$ cat src/rtl/input_event_unit.sv
// ---------------------------------------------------------------------------
// input_event_unit
//
// Front end for the bicycle computer's pushbuttons and Hall-effect sensors.
// Each active-low pad is synchronised, debounced and turned into one-cycle
// press / release / long-press pulses. Every pulse is latched in a per-channel
// pending bit, and a fixed-priority arbiter moves one pending event per cycle
// into an event FIFO. The processor pops the FIFO with a valid/ready handshake.
//
// Ports
//   Clock      in   system clock, rising edge
//   Reset      in   asynchronous, active-high reset
//   nIn        in   [NUM_CH]  raw active-low pad inputs
//   Stable     out  [NUM_CH]  debounced level, 1 = asserted
//   Press      out  [NUM_CH]  one-cycle pulse on debounced assertion
//   Release    out  [NUM_CH]  one-cycle pulse on debounced deassertion
//   LongPress  out  [NUM_CH]  one-cycle pulse after LONG_CYCLES of hold
//   EvValid    out  FIFO non-empty
//   EvData     out  head entry {channel, type[1:0]} (+ timestamp with option)
//                   type: 00 press, 01 release, 10 long press
//   EvReady    in   pop strobe, ignored while EvValid = 0
//   EvCount    out  FIFO occupancy
//   Overflow   out  sticky: an event was dropped on a pending-bit collision
//   OvfClear   in   clears Overflow (a new collision in the same cycle wins)
//
// Optional feature: define TIMESTAMP_EN to add a free-running TS_W-bit
// timestamp counter. Each event carries the counter value captured in the
// cycle its pulse fired, appended as EvData[TS_W-1:0].
// ---------------------------------------------------------------------------
module input_event_unit #(
   parameter int NUM_CH      = 5,
   parameter int SYNC_STAGES = 2,
   parameter int DEB_W       = 8,
   parameter int DEB_CYCLES  = 33,
   parameter int LONG_W      = 16,
   parameter int LONG_CYCLES = 32768,
   parameter int FIFO_DEPTH  = 8,
`ifdef TIMESTAMP_EN
   parameter int TS_W        = 16,
   localparam int EW         = $clog2(NUM_CH) + 2 + TS_W,
`else
   localparam int EW         = $clog2(NUM_CH) + 2,
`endif
   localparam int CW         = $clog2(FIFO_DEPTH) + 1
) (
   input  logic              Clock,
   input  logic              Reset,
   input  logic [NUM_CH-1:0] nIn,
   output logic [NUM_CH-1:0] Stable,
   output logic [NUM_CH-1:0] Press,
   output logic [NUM_CH-1:0] Release,
   output logic [NUM_CH-1:0] LongPress,
   output logic              EvValid,
   output logic [EW-1:0]     EvData,
   input  logic              EvReady,
   output logic [CW-1:0]     EvCount,
   output logic              Overflow,
   input  logic              OvfClear
);

   localparam int CHW = $clog2(NUM_CH);
   localparam int PW  = $clog2(FIFO_DEPTH);
   localparam int NEV = NUM_CH * 3;           // three pending bits per channel
   localparam int IW  = $clog2(NEV);

   // synchroniser and per-channel state
   logic [SYNC_STAGES-1:0][NUM_CH-1:0] sync_q, sync_d;
   logic [NUM_CH-1:0]                  sync_out;
   logic [NUM_CH-1:0][DEB_W-1:0]       deb_cnt_q, deb_cnt_d;
   logic [NUM_CH-1:0][LONG_W-1:0]      hold_q, hold_d;
   logic [NUM_CH-1:0]                  stable_q, stable_d;
   logic [NUM_CH-1:0]                  press_q, press_d;
   logic [NUM_CH-1:0]                  release_q, release_d;
   logic [NUM_CH-1:0]                  long_q, long_d;

   // pending bits and arbiter
   logic [NEV-1:0]                     pending_q, pending_d;
   logic [NEV-1:0]                     ev_pulse, grant, collide;
   logic [IW-1:0]                      g_idx;
   logic [CHW-1:0]                     g_ch;
   logic [1:0]                         g_type;
   logic                               ovf_q, ovf_d;

   // event FIFO
   logic [FIFO_DEPTH-1:0][EW-1:0]      mem_q, mem_d;
   logic [PW-1:0]                      wr_ptr_q, wr_ptr_d, rd_ptr_q, rd_ptr_d;
   logic [CW-1:0]                      count_q, count_d;
   logic                               ev_valid_q, ev_valid_d;
   logic [EW-1:0]                      ev_data_q, ev_data_d;
   logic [EW-1:0]                      push_data;
   logic                               push, pop, full;

`ifdef TIMESTAMP_EN
   logic [TS_W-1:0]                    ts_q, ts_d;
   logic [NEV-1:0][TS_W-1:0]           stamp_q, stamp_d;
`endif

   // Synchroniser shift chain; asserted level is the inverted pad.
   always_comb begin
      sync_d[0] = ~nIn;
      for (int s = 1; s < SYNC_STAGES; s++) begin
         sync_d[s] = sync_q[s-1];
      end
      sync_out = sync_q[SYNC_STAGES-1];
   end

   // Debounce, edge pulses and hold counter for every channel.
   always_comb begin
      for (int i = 0; i < NUM_CH; i++) begin
         stable_d[i] = stable_q[i];
         if (sync_out[i] == stable_q[i]) begin
            deb_cnt_d[i] = {DEB_W{1'b0}};
         end else if (deb_cnt_q[i] == DEB_W'(DEB_CYCLES - 1)) begin
            stable_d[i]  = ~stable_q[i];
            deb_cnt_d[i] = {DEB_W{1'b0}};
         end else begin
            deb_cnt_d[i] = deb_cnt_q[i] + DEB_W'(1);
         end

         press_d[i]   = stable_d[i] & ~stable_q[i];
         release_d[i] = ~stable_d[i] & stable_q[i];

         // Saturates at all-ones, so the LONG_CYCLES-1 match is seen only
         // once per hold and LongPress never repeats.
         if (!stable_q[i]) begin
            hold_d[i] = {LONG_W{1'b0}};
         end else if (hold_q[i] != {LONG_W{1'b1}}) begin
            hold_d[i] = hold_q[i] + LONG_W'(1);
         end else begin
            hold_d[i] = hold_q[i];
         end

         // stable_d gate: a release in the same cycle suppresses LongPress.
         long_d[i] = stable_q[i] & stable_d[i] &
                     (hold_q[i] == LONG_W'(LONG_CYCLES - 1));

         ev_pulse[i*3+0] = press_q[i];
         ev_pulse[i*3+1] = release_q[i];
         ev_pulse[i*3+2] = long_q[i];
      end
   end

   // Arbiter, pending-bit update and overflow flag.
   always_comb begin
      // Descending scan so the lowest set bit is the last one written.
      g_idx = {IW{1'b0}};
      for (int k = NEV - 1; k >= 0; k--) begin
         g_idx = pending_q[k] ? IW'(k) : g_idx;
      end
      g_ch   = CHW'(g_idx / IW'(3));
      g_type = 2'(g_idx % IW'(3));

      pop  = EvReady & (count_q != {CW{1'b0}});
      full = (count_q == CW'(FIFO_DEPTH));
      // A simultaneous pop frees a slot even when the FIFO is full.
      push = (|pending_q) & (~full | pop);

      for (int k = 0; k < NEV; k++) begin
         grant[k] = push & (g_idx == IW'(k));
      end

      // A bit being pushed this cycle is free to take a new pulse.
      collide   = ev_pulse & pending_q & ~grant;
      pending_d = (pending_q & ~grant) | ev_pulse;
      ovf_d     = (|collide) ? 1'b1 : (OvfClear ? 1'b0 : ovf_q);
   end

`ifdef TIMESTAMP_EN
   // Free-running timestamp and per-event capture on accepted pulses.
   always_comb begin
      ts_d = ts_q + TS_W'(1);
      for (int k = 0; k < NEV; k++) begin
         stamp_d[k] = (ev_pulse[k] & ~collide[k]) ? ts_q : stamp_q[k];
      end
      push_data = {g_ch, g_type, stamp_q[g_idx]};
   end
`else
   // Entry format without timestamp.
   always_comb begin
      push_data = {g_ch, g_type};
   end
`endif

   // FIFO pointers, storage and registered head/valid.
   always_comb begin
      wr_ptr_d = push ? wr_ptr_q + PW'(1) : wr_ptr_q;
      rd_ptr_d = pop  ? rd_ptr_q + PW'(1) : rd_ptr_q;
      count_d  = count_q + CW'(push) - CW'(pop);
      for (int k = 0; k < FIFO_DEPTH; k++) begin
         mem_d[k] = (push && (wr_ptr_q == PW'(k))) ? push_data : mem_q[k];
      end
      ev_valid_d = (count_d != {CW{1'b0}});
      // The entry being written lands at the new head only when it becomes
      // the sole occupant; otherwise the head comes from storage.
      ev_data_d  = (push && (wr_ptr_q == rd_ptr_d)) ? push_data : mem_q[rd_ptr_d];
   end

   // State registers.
   always_ff @(posedge Clock or posedge Reset) begin
      if (Reset) begin
         sync_q     <= {(SYNC_STAGES*NUM_CH){1'b0}};
         deb_cnt_q  <= {(NUM_CH*DEB_W){1'b0}};
         hold_q     <= {(NUM_CH*LONG_W){1'b0}};
         stable_q   <= {NUM_CH{1'b0}};
         press_q    <= {NUM_CH{1'b0}};
         release_q  <= {NUM_CH{1'b0}};
         long_q     <= {NUM_CH{1'b0}};
         pending_q  <= {NEV{1'b0}};
         ovf_q      <= 1'b0;
         mem_q      <= {(FIFO_DEPTH*EW){1'b0}};
         wr_ptr_q   <= {PW{1'b0}};
         rd_ptr_q   <= {PW{1'b0}};
         count_q    <= {CW{1'b0}};
         ev_valid_q <= 1'b0;
         ev_data_q  <= {EW{1'b0}};
      end else begin
         sync_q     <= sync_d;
         deb_cnt_q  <= deb_cnt_d;
         hold_q     <= hold_d;
         stable_q   <= stable_d;
         press_q    <= press_d;
         release_q  <= release_d;
         long_q     <= long_d;
         pending_q  <= pending_d;
         ovf_q      <= ovf_d;
         mem_q      <= mem_d;
         wr_ptr_q   <= wr_ptr_d;
         rd_ptr_q   <= rd_ptr_d;
         count_q    <= count_d;
         ev_valid_q <= ev_valid_d;
         ev_data_q  <= ev_data_d;
      end
   end

`ifdef TIMESTAMP_EN
   // Timestamp registers.
   always_ff @(posedge Clock or posedge Reset) begin
      if (Reset) begin
         ts_q    <= {TS_W{1'b0}};
         stamp_q <= {(NEV*TS_W){1'b0}};
      end else begin
         ts_q    <= ts_d;
         stamp_q <= stamp_d;
      end
   end
`endif

   assign Stable    = stable_q;
   assign Press     = press_q;
   assign Release   = release_q;
   assign LongPress = long_q;
   assign EvValid   = ev_valid_q;
   assign EvData    = ev_data_q;
   assign EvCount   = count_q;
   assign Overflow  = ovf_q;

endmodule

$ cat config.mk
export PLATFORM = sky130hd
export DESIGN_NAME = input_event_unit
export DESIGN_NICKNAME = d
export VERILOG_FILES = /design/src/rtl/input_event_unit.sv
export SDC_FILE = /design/constraint.sdc
export NUM_CORES = 1
export LEC_CHECK = 0
export CAP_MARGIN = 20
export CORE_ASPECT_RATIO = 1.4
export CORE_MARGIN = 2
export CORE_UTILIZATION = 61
export CTS_CLUSTER_DIAMETER = 60
export CTS_CLUSTER_SIZE = 8
export DETAILED_ROUTE_END_ITERATION = 10
export PLACE_DENSITY = 0.79
export SYNTH_ARGS = -nofsm -noshare
export SYNTH_HDL_FRONTEND = slang
export SYNTH_SLANG_ARGS = --single-unit
$ cat constraint.sdc
create_clock -name Clock -period 8.2 [get_ports Clock]
set_clock_uncertainty 0.2 [all_clocks]
set_input_delay 0.82 -clock Clock [delete_from_list [all_inputs] [get_ports Clock]]
set_output_delay 0.82 -clock Clock [all_outputs]
set_load 0.1 [all_outputs]
==> flow_metrics.env, run 1 <==
export IMPL_cp_max_fo=12
export IMPL_synth_top_family_by_area="simple AND/OR/NAND/NOR gates"
export IMPL_hold_path_startpoint="sync_d[7]"
export IMPL_place_ws_ns=3.82
export IMPL_p_int_mw=1.95
export IMPL_required_ns=8.48
export IMPL_die_height_um=162
export IMPL_p_sw_share_pct=27.8
export IMPL_clk_latency_ns=0.55
export IMPL_post_cts_resized=0
export IMPL_worst_pin_slew_ns=1.04
export IMPL_synth_edff_count=0
export IMPL_setup_tns_ns=0
export IMPL_grt_max_degree=147
export IMPL_ir_drop_uv=171
export IMPL_clkTransAtPathRegs_ns=0.05
export IMPL_yosys_area_share_simple_pct=21.6
export IMPL_rr_worst_depth=16
export IMPL_fin_nets=1123
export IMPL_combPwrFrac_pct=16.1
export IMPL_place_congestion=0.880
export IMPL_postCtsSetupBuffers=0
export IMPL_rsz0062_at_grt="false"
export IMPL_period_share_pct=54.5
export IMPL_antenna_left=0
export IMPL_slowest_delay_ns=0.61
export IMPL_holdPathStages=0
export IMPL_synthFlopType="dfrtp_1"
export IMPL_p_switching_mw=0.751
export IMPL_synth_seq_area_share_pct=51.0
export IMPL_fin_area_sq_mm=0.0123
export IMPL_worst_slack_ns=3.73
export IMPL_h_tree_depth=1
export IMPL_layout_drive_gt1_share_pct=8.13
export IMPL_cts_hold_buffers=0
export IMPL_fillers=1320
export IMPL_hp_class="register to register"
export IMPL_p_clk_share_pct=40.9
export IMPL_antenna_cells=0
export IMPL_drtIter0Drc=381
export IMPL_status="finished clean"
export IMPL_cp_common_cell="ha_1"
export IMPL_synthesis_nets=1069
export IMPL_hold_violations=0
export IMPL_multi_input_area_sq_mm=0.00508
export IMPL_grt_util_all_layers_pct=24.2
export IMPL_holdPathEnd="sync_out[2]"
export IMPL_synth_mux_area_share_pct=6.28
export IMPL_avgViaCountPerCell=5.87
export IMPL_ioPinCount=40
export IMPL_cts_tree="done"
export IMPL_whs_ns=0.142
export IMPL_dpl_cell_area_sq_mm=0.0115
export IMPL_yosys_warnings=0
export IMPL_netlist_area_sq_mm=0.0109
export IMPL_power_mw=2.71
export IMPL_seq_power_share_pct=43.1
export IMPL_crit_path_start_kind="register"
export IMPL_instances_no_fill=1318
export IMPL_async_flop_share_pct=100
export IMPL_dr_pass1_iters=5
export IMPL_synth_cell_type_count=73
export IMPL_cts_buffers_inserted=31
export IMPL_final_cell_mix="222 x dfrtp_1, 115 x nor2_1, 84 x nand2_1"
export IMPL_final_common_cell="dfrtp_1"
export IMPL_synth_xor_area_share_pct=7.86
export IMPL_r2r_slack_ns=3.73
export IMPL_grt_pass1_wl_um=37500
export IMPL_num_vias=7742
export IMPL_port_buffers=39
export IMPL_finalSetupViolCount=0
export IMPL_finalCoreUtilization_pct=70.9
export IMPL_synth_compound_area_share_pct=6.93
export IMPL_dieArea_sq_mm=0.0190
export IMPL_crit_path_end_kind="register"
export IMPL_worstReg2RegStart="pending_q[6]"
export IMPL_drt_wl_total_um=21500
export IMPL_synth_seq_cells=222
export IMPL_clock_fmax_mhz=224
export IMPL_synth_avg_cell_area_sq_um=10.6
export IMPL_root_buffer="clkbuf_16"
export IMPL_antenna_found_initial=0
export IMPL_cpMaxStageDelayCell="a31oi_1"
export IMPL_dp_cells=1284
export IMPL_cap_violations=0
export IMPL_core_region_area_sq_mm=0.0174
export IMPL_path_cells="or4_4 -> o221a_4 -> nor3_4 -> nor2_1 -> ha_1 -> inv_1 -> ha_1 -> inv_1 -> a31oi_1 -> nand3_1 -> nand2_1 -> ha_1 -> o21bai_1 -> a211oi_2 -> a31oi_2 -> mux2_2"
export IMPL_synthAdderAreaFrac_pct=3.74
export IMPL_route_detailed_drc=0
export IMPL_grt_overflow=0
export IMPL_p_leak_nw=5.64
export IMPL_powerDensity_mw_per_mm2=219
export IMPL_min_period_ns=4.47
export IMPL_die_x_um=117
export IMPL_finalMaxSlewViolations=0
export IMPL_initial_core_util_pct=62.6
export IMPL_grt_pass1_vias=8012
export IMPL_areaGrowthSynthToFinish_pct=13.2
export IMPL_regToRegEndpoint="EvData[1]"
export IMPL_num_rows=57
export IMPL_cts_sinks=222
export IMPL_worstPathArrival_ns=4.75
export IMPL_dp_hpwl_um=14300
export IMPL_critical_path_class="register to register"
export IMPL_netlist_instances=1028
export IMPL_wl_per_cell_um=16.3
export IMPL_relSlewSlack_pct=30.4
export IMPL_clock_tree_buffer_depth=3
export IMPL_final_seq_area_sq_mm=0.00556
==> power groups by stage <==
stage	clock (mW)	combinational, mW	sequential, mW
global placement	0	0.429	1.18
CTS	1.13	0.441	1.17
floorplan	0	0.233	1.29
finish	1.11	0.434	1.17
global route	1.17	0.472	1.17
detailed placement	0	0.438	1.18
==> state kept, by name, indices dropped and copies added (netlist names) <==
signal and cells:
EvCount 4, EvData 5, EvValid 1, LongPress 5
Overflow 1, Press 5, Release 5, Stable 5
deb_cnt_q 40, hold_q 80, mem_q 40, pending_q 15
rd_ptr_q 3, sync_d 5, sync_out 5, wr_ptr_q 3
==> area by class of cell <==
class / count / share of cell area [%]
Timing Repair Buffer: 42 / 3.35
Clock inverter: 1 / 0.162
Multi-Input combinational cell: 736 / 41.1
Inverter: 49 / 1.55
Clock buffer: 32 / 6.40
Sequential cell: 222 / 45.0
Tap cell: 236 / 2.39
==> logic make-up (layout without fill, tap and decap cells) <==
| family | count (synthesis) | in the layout |
|---|---|---|
| AOI/OAI and AO/OA | 115 | 115 |
| muxes | 50 | 50 |
| and+or+nand+nor | 445 | 445 |
| adders and majority gates | 32 | 32 |
| buffers and inverters | 70 | 124 |
| xor gates and xnor gates | 94 | 94 |
| DFF | 222 | 222 |
==> Yosys cell counts, drive strengths merged (2+ instances only) <==
| library cell | n | area share (%) |
|---|---|---|
| a311oi | 2 | 0.16 |
| nor4b | 12 | 1.1 |
| or4 | 4 | 0.31 |
| o211ai | 2 | 0.14 |
| nand2 | 85 | 3.0 |
| dfrtp | 222 | 51 |
| nand3b | 4 | 0.28 |
| o2111ai | 2 | 0.16 |
| xnor2 | 36 | 3.0 |
| nor3b | 16 | 1.1 |
| and2 | 15 | 0.86 |
| or3 | 8 | 0.46 |
| and4 | 9 | 0.72 |
| o21bai | 2 | 0.14 |
| nand2b | 16 | 0.92 |
| xor2 | 58 | 4.9 |
| and3 | 26 | 1.5 |
| nor2 | 115 | 4.0 |
| clkbuf | 14 | 0.48 |
| nand3 | 60 | 2.8 |
| nor3 | 23 | 1.2 |
| buf | 7 | 0.39 |
| mux4 | 10 | 2.3 |
| nor4 | 14 | 1.2 |
| ha | 31 | 3.6 |
| o31ai | 4 | 0.28 |
| or3b | 2 | 0.18 |
| nor2b | 5 | 0.29 |
| a211o | 3 | 0.24 |
| a31oi | 9 | 0.57 |
| a21o | 7 | 0.48 |
| o21ai | 53 | 2.4 |
| mux2i | 14 | 1.3 |
| a211oi | 5 | 0.39 |
| o311ai | 2 | 0.16 |
| mux2 | 26 | 2.7 |
| o211a | 4 | 0.37 |
| inv | 48 | 1.7 |
| nand4 | 24 | 1.4 |
| a21oi | 9 | 0.41 |
| or2 | 5 | 0.29 |
==> worst max path at each step <==
stage | end | cells past startpoint | start
finish | EvData[1] | 16 | pending_q[6]
floorplan | EvCount[0] | 1 | Reset
global placement | EvData[1] | 16 | pending_q[6]
detailed placement | mem_q[6] | 16 | pending_q[6]
global route | EvData[1] | 16 | pending_q[6]
CTS | EvData[1] | 16 | pending_q[6]
==> critical path: cells and delay by family, from the launching register on <==
kind	cells	cell delay, ns
mux	1	0.25
fa+ha+maj	3	0.48
flops	1	0.48
buf+inv	2	0.11
simple gates	5	1.16
compound gates	5	1.71
==> metal layers <==
| layer | track usage, % | wire length, um |
|---|---|---|
| met1 | 30.3 | 8840 |
| met4 | 8.07 | 573 |
| met3 | 4.10 | 970 |
| met5 | 0 | 0 |
| met2 | 42.1 | 11100 |
Power figures use the tool's default switching activity.
==> run 2, diff against run 1 <==
- clock period: 8.2 -> 4.45 ns (I/O delays scaled with it)
==> run 2 against run 1 <==
Against the previous run:
- sequential share of layout area shrank 0.25 points
- flip-flop and latch count is the same
- global-route usage shrank 0.41 points
- first-iteration DRC count grew 6.8%
- worst hold slack gained 0.0024 ns
- highest routed layer unchanged
- clock power grew 79%
- cell area grew 0.57%
- non-clock buffer count grew 8
- critical endpoint unchanged
- largest power group unchanged
==> flow_metrics.env, run 2 (same netlist as run 1, synthesis figures left out) <==
export IMPL_grt_util_all_layers_pct=23.8
export IMPL_final_seq_area_sq_mm=0.00556
export IMPL_grt_pass1_wl_um=36600
export IMPL_grt_max_degree=83
export IMPL_dieArea_sq_mm=0.0190
export IMPL_seq_power_share_pct=43.4
export IMPL_ir_drop_uv=367
export IMPL_p_switching_mw=1.35
export IMPL_p_sw_share_pct=27.3
export IMPL_top_register="hold_q"
export IMPL_p_leak_nw=5.67
export IMPL_crit_family="compound AO/OA/AOI/OAI gates"
export IMPL_areaGrowthSynthToFinish_pct=13.9
export IMPL_cp_common_cell="ha_1"
export IMPL_dp_hpwl_um=14500
export IMPL_die_x_um=117
export IMPL_antenna_left=0
export IMPL_die_height_um=162
export IMPL_route_detailed_drc=0
export IMPL_p_int_mw=3.60
export IMPL_initial_core_util_pct=62.6
export IMPL_root_buffer="clkbuf_16"
export IMPL_place_congestion=0.880
export IMPL_ioPinCount=40
export IMPL_multi_input_area_sq_mm=0.00508
export IMPL_setup_tns_ns=0
export IMPL_postCtsSetupBuffers=0
export IMPL_p_clk_share_pct=40.3
export IMPL_antenna_cells=0
export IMPL_cp_max_fo=9
export IMPL_drtIter0Drc=407
export IMPL_avgViaCountPerCell=5.78
export IMPL_clkTransAtPathRegs_ns=0.05
export IMPL_hold_violations=0
export IMPL_cts_tree="done"
export IMPL_antenna_found_initial=0
export IMPL_fin_nets=1131
export IMPL_num_vias=7668
export IMPL_cts_hold_buffers=0
export IMPL_clock_fmax_mhz=253
export IMPL_critPathBufInv=2
export IMPL_worst_pin_slew_ns=1.03
export IMPL_rsz0062_at_grt="false"
export IMPL_combPwrFrac_pct=16.4
export IMPL_final_common_cell="dfrtp_1"
export IMPL_crit_path_start_kind="register"
export IMPL_wl_per_cell_um=15.9
export IMPL_powerDensity_mw_per_mm2=399
export IMPL_core_region_area_sq_mm=0.0174
export IMPL_slowest_delay_ns=0.55
export IMPL_required_ns=4.72
export IMPL_finalMaxSlewViolations=0
export IMPL_largest_register_ffs=80
export IMPL_cpMaxStageDelayCell="or4_4"
export IMPL_worstPathArrival_ns=4.22
export IMPL_clock_tree_buffer_depth=3
export IMPL_hp_class="register to register"
export IMPL_cap_violations=0
export IMPL_num_rows=57
export IMPL_dr_pass1_iters=4
export IMPL_grt_overflow=0
export IMPL_status="finished clean"
export IMPL_port_buffers=39
export IMPL_cts_buffers_inserted=31
export IMPL_place_ws_ns=0.530
export IMPL_fillers=1315
export IMPL_final_cell_mix="222 x dfrtp_1, 115 x nor2_1, 84 x nand2_1"
export IMPL_layout_drive_gt1_share_pct=8.81
export IMPL_path_cells="or4_4 -> o221a_4 -> nor3_4 -> nor2_1 -> ha_1 -> inv_1 -> ha_1 -> inv_1 -> o21ai_0 -> nand2_1 -> ha_1 -> o21bai_1 -> a211oi_2 -> nor2_1 -> a31oi_2 -> mux2_2"
export IMPL_worst_slack_ns=0.494
export IMPL_cts_sinks=222
export IMPL_finalSetupViolCount=0
export IMPL_drt_wl_total_um=21100
export IMPL_period_share_pct=88.9
export IMPL_h_tree_depth=1
export IMPL_critical_path_class="register to register"
export IMPL_largestRegisters="hold_q: 80 flops, deb_cnt_q: 40 flops, mem_q: 40 flops"
export IMPL_crit_path_end_kind="register"
export IMPL_relSlewSlack_pct=31.1
export IMPL_clk_latency_ns=0.53
export IMPL_grt_pass1_vias=7732
export IMPL_finalCoreUtilization_pct=71.3
export IMPL_post_cts_resized=0
export IMPL_min_period_ns=3.96
==> run 2: changes by cell type in the layout (fill, tap and decap cells not counted) <==
cell and delta:
buf_12 +2, buf_4 +7, clkbuf_4 -1, clkinvlp_4 +1, inv_16 -1, inv_6 +1
inv_8 -1
==> run 2: layout make-up <==
| class | count | share of cell area [%] |
|---|---|---|
| Inverter | 49 | 1.51 |
| Sequential cell | 222 | 44.8 |
| Tap cell | 236 | 2.38 |
| Timing Repair Buffer | 50 | 4.01 |
| Multi-Input combinational cell | 736 | 40.9 |
| Clock inverter | 1 | 0.0706 |
| Clock buffer | 32 | 6.36 |
==> run 2: per-layer routing <==
layer	part of all wire [%]	GRT usage (%)	vias to the layer above
li1	-	-	3713
met1	43	30.8	3772
met2	51	40.1	138
met3	4.3	4.03	45
met4	2.6	8.61	0
met5	0	0	-
==> run 2: power by group through the flow <==
stage          Combinational (mW)  Sequential, mW  Clock (mW)
6_report                    0.810            2.15        1.99
5_1_grt                     0.879            2.15        2.13
3_5_place_dp                0.819            2.18           0
4_1_cts                     0.823            2.15        2.04
3_3_place_gp                0.794            2.18           0
2_1_floorplan               0.429            2.37           0
==> run 2: final timing paths <==
| check | from | to | slack [ns] | cells past startpoint |
|---|---|---|---|---|
| worst max-delay path | pending_q[7] | EvData[1] | 0.49 | 16 |
| max in group asynchronous | Reset | hold_q[41] | 3.00 | 3 |
| min in group asynchronous | Reset | deb_cnt_q[6] | 0.17 | 2 |
| worst max register to register | pending_q[7] | EvData[1] | 0.49 | 16 |
| worst min-delay path | sync_d[7] | sync_out[2] | 0.14 | 0 |
| worst min register to register | sync_d[7] | sync_out[2] | 0.14 | 0 |
==> run 2: metrics by stage <==
| stage | area [sq um] | hold WS [ns] | std cells | power [mW] |
|---|---|---|---|---|
| 6_report | 12400 | 0.144 | 1326 | 4.95 |
| 5_1_grt | 12400 | 0.151 | 1326 | 5.17 |
| 4_1_cts | 12400 | 0.149 | 1324 | 5.01 |
| 3_5_place_dp | 11600 | 0.135 | 1291 | 3.00 |
| 3_3_place_gp | 11600 | 0.132 | 1291 | 2.97 |
| 2_1_floorplan | 10900 | 0.131 | 1028 | 2.80 |
